## src/rtl/ipif_fifo_stream_bridge.sv

```systemverilog
// Bridges the IPIF write/read FIFO request/ack ports to a pair of valid/ready streams,
// with a prefetch buffer on the engine-bound side and a one-word holding register on the return side.
module ipif_fifo_stream_bridge #(
    parameter int DWIDTH  = 64,
    parameter int DEPTH   = 8,
    parameter int TIMEOUT = 64,
    parameter int CNT_W   = 32
) (
    input  logic                      bus2ip_clk,
    input  logic                      bus2ip_reset_n,
    input  logic                      soft_clr,
    output logic                      ip2wfifo_rdreq,
    input  logic                      wfifo2ip_rdack,
    input  logic [DWIDTH-1:0]         wfifo2ip_data,
    input  logic                      wfifo2ip_empty,
    output logic                      ip2rfifo_wrreq,
    output logic [DWIDTH-1:0]         ip2rfifo_data,
    input  logic                      rfifo2ip_wrack,
    input  logic                      rfifo2ip_full,
    output logic                      m_valid,
    output logic [DWIDTH-1:0]         m_data,
    input  logic                      m_ready,
    input  logic                      s_valid,
    input  logic [DWIDTH-1:0]         s_data,
    output logic                      s_ready,
    output logic [CNT_W-1:0]          words_in,
    output logic [CNT_W-1:0]          words_out,
    output logic                      err_rd_to,
    output logic                      err_wr_to,
    output logic                      rd_state_dbg,
    output logic                      wr_state_dbg,
    output logic [$clog2(DEPTH):0]    buf_count
);
    localparam int AW = $clog2(DEPTH);
    localparam int TW = $clog2(TIMEOUT);
    localparam logic [TW-1:0] WAIT_LAST = TW'(TIMEOUT - 1);
    localparam logic [AW:0]   FULL_CNT  = (AW + 1)'(DEPTH);

    typedef enum logic {RD_IDLE = 1'b0, RD_REQ = 1'b1} rd_state_t;
    typedef enum logic {WR_IDLE = 1'b0, WR_REQ = 1'b1} wr_state_t;

    rd_state_t         rd_state;
    wr_state_t         wr_state;
    logic [TW-1:0]     rd_wait;
    logic [TW-1:0]     wr_wait;
    logic [DWIDTH-1:0] mem [DEPTH];
    logic [AW-1:0]     wr_ptr;
    logic [AW-1:0]     rd_ptr;
    logic [AW:0]       count;
    logic [DWIDTH-1:0] hold;
    logic              push;
    logic              pop;

    // Stream handshake: a word moves on a cycle where valid and ready are both 1 at the
    // rising edge; valid never depends on ready, and the source holds data while waiting.
    assign push           = (rd_state == RD_REQ) && wfifo2ip_rdack;
    assign pop            = m_valid && m_ready;
    assign m_valid        = (count != '0);
    assign m_data         = m_valid ? mem[rd_ptr] : '0;
    assign ip2wfifo_rdreq = (rd_state == RD_REQ);
    assign s_ready        = (wr_state == WR_IDLE);
    assign ip2rfifo_wrreq = (wr_state == WR_REQ) && !rfifo2ip_full;
    assign ip2rfifo_data  = hold;
    assign rd_state_dbg   = rd_state;
    assign wr_state_dbg   = wr_state;
    assign buf_count      = count;

    // Requests are only issued with room guaranteed, so an ack can always be written.
    always_ff @(posedge bus2ip_clk or negedge bus2ip_reset_n) begin
        if (!bus2ip_reset_n) begin
            rd_state  <= RD_IDLE;
            rd_wait   <= '0;
            words_in  <= '0;
            err_rd_to <= 1'b0;
        end else if (soft_clr) begin
            rd_state  <= RD_IDLE;
            rd_wait   <= '0;
            words_in  <= '0;
            err_rd_to <= 1'b0;
        end else begin
            case (rd_state)
                RD_IDLE: begin
                    if (!wfifo2ip_empty && (count < FULL_CNT)) begin
                        rd_state <= RD_REQ;
                        rd_wait  <= '0;
                    end
                end
                RD_REQ: begin
                    if (wfifo2ip_rdack) begin
                        words_in <= words_in + CNT_W'(1);
                        rd_state <= RD_IDLE;
                    end else if (rd_wait == WAIT_LAST) begin
                        err_rd_to <= 1'b1;
                        rd_state  <= RD_IDLE;
                    end else begin
                        rd_wait <= rd_wait + TW'(1);
                    end
                end
                default: rd_state <= RD_IDLE;
            endcase
        end
    end

    always_ff @(posedge bus2ip_clk) begin
        if (push && !soft_clr) begin
            mem[wr_ptr] <= wfifo2ip_data;
        end
    end

    always_ff @(posedge bus2ip_clk or negedge bus2ip_reset_n) begin
        if (!bus2ip_reset_n) begin
            wr_ptr <= '0;
            rd_ptr <= '0;
            count  <= '0;
        end else if (soft_clr) begin
            wr_ptr <= '0;
            rd_ptr <= '0;
            count  <= '0;
        end else begin
            if (push) begin
                wr_ptr <= wr_ptr + AW'(1);
            end
            if (pop) begin
                rd_ptr <= rd_ptr + AW'(1);
            end
            if (push && !pop) begin
                count <= count + (AW + 1)'(1);
            end else if (pop && !push) begin
                count <= count - (AW + 1)'(1);
            end
        end
    end

    // The wait counter only advances while the read FIFO can accept, so back-pressure never times out.
    always_ff @(posedge bus2ip_clk or negedge bus2ip_reset_n) begin
        if (!bus2ip_reset_n) begin
            wr_state  <= WR_IDLE;
            wr_wait   <= '0;
            hold      <= '0;
            words_out <= '0;
            err_wr_to <= 1'b0;
        end else if (soft_clr) begin
            wr_state  <= WR_IDLE;
            wr_wait   <= '0;
            hold      <= '0;
            words_out <= '0;
            err_wr_to <= 1'b0;
        end else begin
            case (wr_state)
                WR_IDLE: begin
                    if (s_valid) begin
                        hold     <= s_data;
                        wr_state <= WR_REQ;
                        wr_wait  <= '0;
                    end
                end
                WR_REQ: begin
                    if (ip2rfifo_wrreq && rfifo2ip_wrack) begin
                        words_out <= words_out + CNT_W'(1);
                        wr_state  <= WR_IDLE;
                    end else if (!rfifo2ip_full) begin
                        if (wr_wait == WAIT_LAST) begin
                            err_wr_to <= 1'b1;
                            wr_state  <= WR_IDLE;
                        end else begin
                            wr_wait <= wr_wait + TW'(1);
                        end
                    end
                end
                default: wr_state <= WR_IDLE;
            endcase
        end
    end
endmodule

```

## config.mk

```make
export PLATFORM = sky130hd
export DESIGN_NAME = ipif_fifo_stream_bridge
export DESIGN_NICKNAME = d
export VERILOG_FILES = /design/src/rtl/ipif_fifo_stream_bridge.sv
export SDC_FILE = /design/constraint.sdc
export NUM_CORES = 1
export LEC_CHECK = 0
export ABC_AREA = 0
export CORE_MARGIN = 2
export CORE_UTILIZATION = 41
export CTS_BUF_LIST = sky130_fd_sc_hd__clkbuf_4
export CTS_CLUSTER_DIAMETER = 80
export CTS_CLUSTER_SIZE = 14
export DETAILED_ROUTE_END_ITERATION = 12
export SETUP_SLACK_MARGIN = 0.4
export SKIP_CTS_REPAIR_TIMING = 1
export SYNTH_ARGS = -nofsm -noshare
export SYNTH_HDL_FRONTEND = slang
export SYNTH_SLANG_ARGS = --single-unit
```

## constraint.sdc

```tcl
create_clock -name bus2ip_clk -period 5.79 [get_ports bus2ip_clk]
set_clock_uncertainty 0.05 [all_clocks]
set_input_delay 1.158 -clock bus2ip_clk [delete_from_list [all_inputs] [get_ports bus2ip_clk]]
set_output_delay 1.158 -clock bus2ip_clk [all_outputs]
set_load 0.05 [all_outputs]
```

==> impl_metrics.json <==
{
  "run_status": "finished clean",
  "place_congestion": 0.8100,
  "vias_per_instance": 5.469,
  "ys_async_sr_fraction_pct": 23.12,
  "drive_gt1_share_pct": 13.84,
  "post_synth_instance_area_sq_mm": 0.02636,
  "cp_data_required_time_ns": 4.58,
  "number_of_enable_flip_flop_cells_after_synthesis": 512,
  "cts_htree_levels": 2,
  "area_leader_netlist": "edfxtp_1",
  "period_utilization_pct": 87.03,
  "first_drt_iteration_drcs": 1099,
  "setup_viol": 0,
  "synthesis.yosys.warnings": 0,
  "synthDominantCellAreaShare_pct": 58.32,
  "drt_pass1_iterations": 7,
  "wire_per_inst_microns": 23.43,
  "max_cap_viol_count": 0,
  "first_pass_grt_wire_length_microns": 95420,
  "worstHoldPathType": "in2async",
  "yosys.cell_types.count": 45,
  "grt_use_met1_pct": 27.05,
  "rsz0062_at_grt": "no",
  "clkSlewWorstSetupHoldPaths_ns": 0.16,
  "hold_violations": 0,
  "postRouteWirelength_microns": 62860,
  "synth.area.top_cells": "edfxtp_1 58%, dfrtp_1 15%, mux4_2 11%",
  "final_cell_mix": "512 x edfxtp_1, 338 x clkdlybuf4s50_1, 151 x dfrtp_1",
  "start_kind": "flip-flop",
  "met2_usage_pct": 30.11,
  "setup-tns-final_ns": 0,
  "timing.final.max_slew_violations": 0,
  "groute.layer.met3.usage_pct": 3.975,
  "port_buffers": 340,
  "numClockSinks": 666,
  "num_rows": 92,
  "critical_path_class": "reg2out",
  "final_antenna_net_count": 0,
  "worst_hold_slack_ns": 0.2451,
  "peakVddDrop_v": 0.0003300,
  "synth.net_count": 1625,
  "die-area_sq_mm": 0.06635,
  "total_nets_final": 1966,
  "initial_utilization_pct": 41.64,
  "synth_seq_cells": 666,
  "final_common_cell": "edfxtp_1",
  "syn_area_per_cell_sq_um": 17.83,
  "period_minus_slack_ns": 5.039,
  "clock_tree_from_tritoncts": "built",
  "global_route.overflow_total": 0,
  "boundary_pins": 341,
  "powerDensity_mw_per_mm2": 348.6,
  "power_leakage_nw": 10.23,
  "die_y_microns": 257.6,
  "cts-buffers-inserted": 54,
  "cts_root_buffer": "clkbuf_4",
  "cp-end-kind": "output port",
  "drc_errors": 0,
  "syn_to_final_growth_pct": 19.15,
  "max_slew_margin_pct": 31.11,
  "grt_antenna_before_repair": 12,
  "maxClockFrequency_mhz": 198.5,
  "vias": 14670,
  "postSynth.topFlopCell": "edfxtp_1",
  "die_width_microns": 257.6,
  "first_global_vias": 15110,
  "timing_worst_slew_pin_value_ns": 1.033,
  "cts.path.max_buffers": 3,
  "seq_total_area_yosys_pct": 72.93,
  "groute.usage.overall_pct": 18.93,
  "highest_utilization_routing_layer_at_the_global_route_stage": "met2",
  "maximum_number_of_pins_on_one_net_before_global_route_repair": 75,
  "core_region_area_sq_mm": 0.06331,
  "dp.final_hpwl_microns": 37630,
  "clkLatencyLatePin_ns": 0.86,
  "critPathMaxFanout": 30,
  "cp_data_arrival_time_ns": 3.83,
  "netlist_instances": 1479
}
## sequential cells by signal (all words and copies together), names as in the netlist
| name | count |
|---|---|
| rd_wait | 6 |
| wr_state_dbg | 1 |
| rd_ptr | 3 |
| words_out | 32 |
| buf_count | 4 |
| err_wr_to | 1 |
| mem | 512 |
| wr_ptr | 3 |
| ip2wfifo_rdreq | 1 |
| err_rd_to | 1 |
| ip2rfifo_data | 64 |
| words_in | 32 |
| wr_wait | 6 |
## Yosys cell counts, drive strengths merged (20+ instances only)
library cell,n
dfrtp,154
edfxtp,512
a22o,64
mux2i,67
nand3,26
o21ai,20
buf,26
or4,32
nand2,40
clkbuf,57
o31ai,25
mux4,128
or3,22
nor2,117
a21oi,49
## area by class of cell
class,count,area (sq um)
well taps,846,1059
repair buffers,368,3697
multi-input cells,711,6812
clock inverters,6,42.54
inverters,19,71.32
clock buffers,65,488.0
fillers,5275,31900
diodes,2,5.005
flip-flops and latches,666,19240
## power breakdown
part | switching [mW] | internal [mW] | total [mW]
Clock | 1.43 | 0.524 | 1.95
Sequential | 0.114 | 5.22 | 5.33
Combinational | 2.24 | 1.42 | 3.67
Total | 3.78 | 7.17 | 11.0
## metrics by stage
step | setup slack (ns) | area (sq um) | power (mW) | std cells | utilization [%]
3_5_place_dp | 1.590 | 30880 | 9.169 | 2610 | 48.77
6_report | 0.7510 | 31410 | 10.95 | 2683 | 49.62
4_1_cts | 0.5772 | 31410 | 11.13 | 2681 | 49.61
5_1_grt | 0.4298 | 31410 | 11.44 | 2682 | 49.61
3_3_place_gp | 1.591 | 30880 | 9.156 | 2610 | 48.77
2_1_floorplan | 0.7921 | 26370 | 7.905 | 1479 | -
## path summary, 6_finish.rpt
kind | from | endpoint | slack [ns] | depth (start not counted)
hold reg to reg | ip2rfifo_data[32] | ip2rfifo_data[32] | 0.47 | 1
setup / recovery | rd_ptr[0] | m_data[20] | 0.75 | 5
min in group bus2ip_clk | ip2rfifo_data[32] | ip2rfifo_data[32] | 0.47 | 1
hold / removal | bus2ip_reset_n | words_out[17] | 0.25 | 1
setup reg to reg | buf_count[1] | buf_count[3] | 3.07 | 7
max in group asynchronous | bus2ip_reset_n | words_in[22] | 4.38 | 2
## critical path, cell delays in order (launching register included)
cell and delay, ns:
dfrtp_4 0.77, buf_4 0.60, mux4_2 0.57, mux2i_1 0.16, nor2_1 0.08, clkdlybuf4s50_1 0.76
## layer usage
metal | part of all wire [%] | vias to the layer above
li1 | - | 6544
met1 | 45 | 7632
met2 | 47 | 388
met3 | 6.2 | 92
met4 | 1.7 | 18
met5 | 0.19 | -
## logic make-up after synthesis
kind of cell             Yosys count  share of synthesized area [%]
AO/OA/AOI/OAI                    169                          4.518
buffers and inverters            102                          1.566
multiplexers                     201                          13.73
AND/OR/NAND/NOR                  303                          5.828
flip-flops                       666                          72.93
XOR/XNOR                          29                         0.9634
adder cells (fa/ha/maj)            9                         0.4556
No activity file was read; power rests on OpenSTA's default activity.
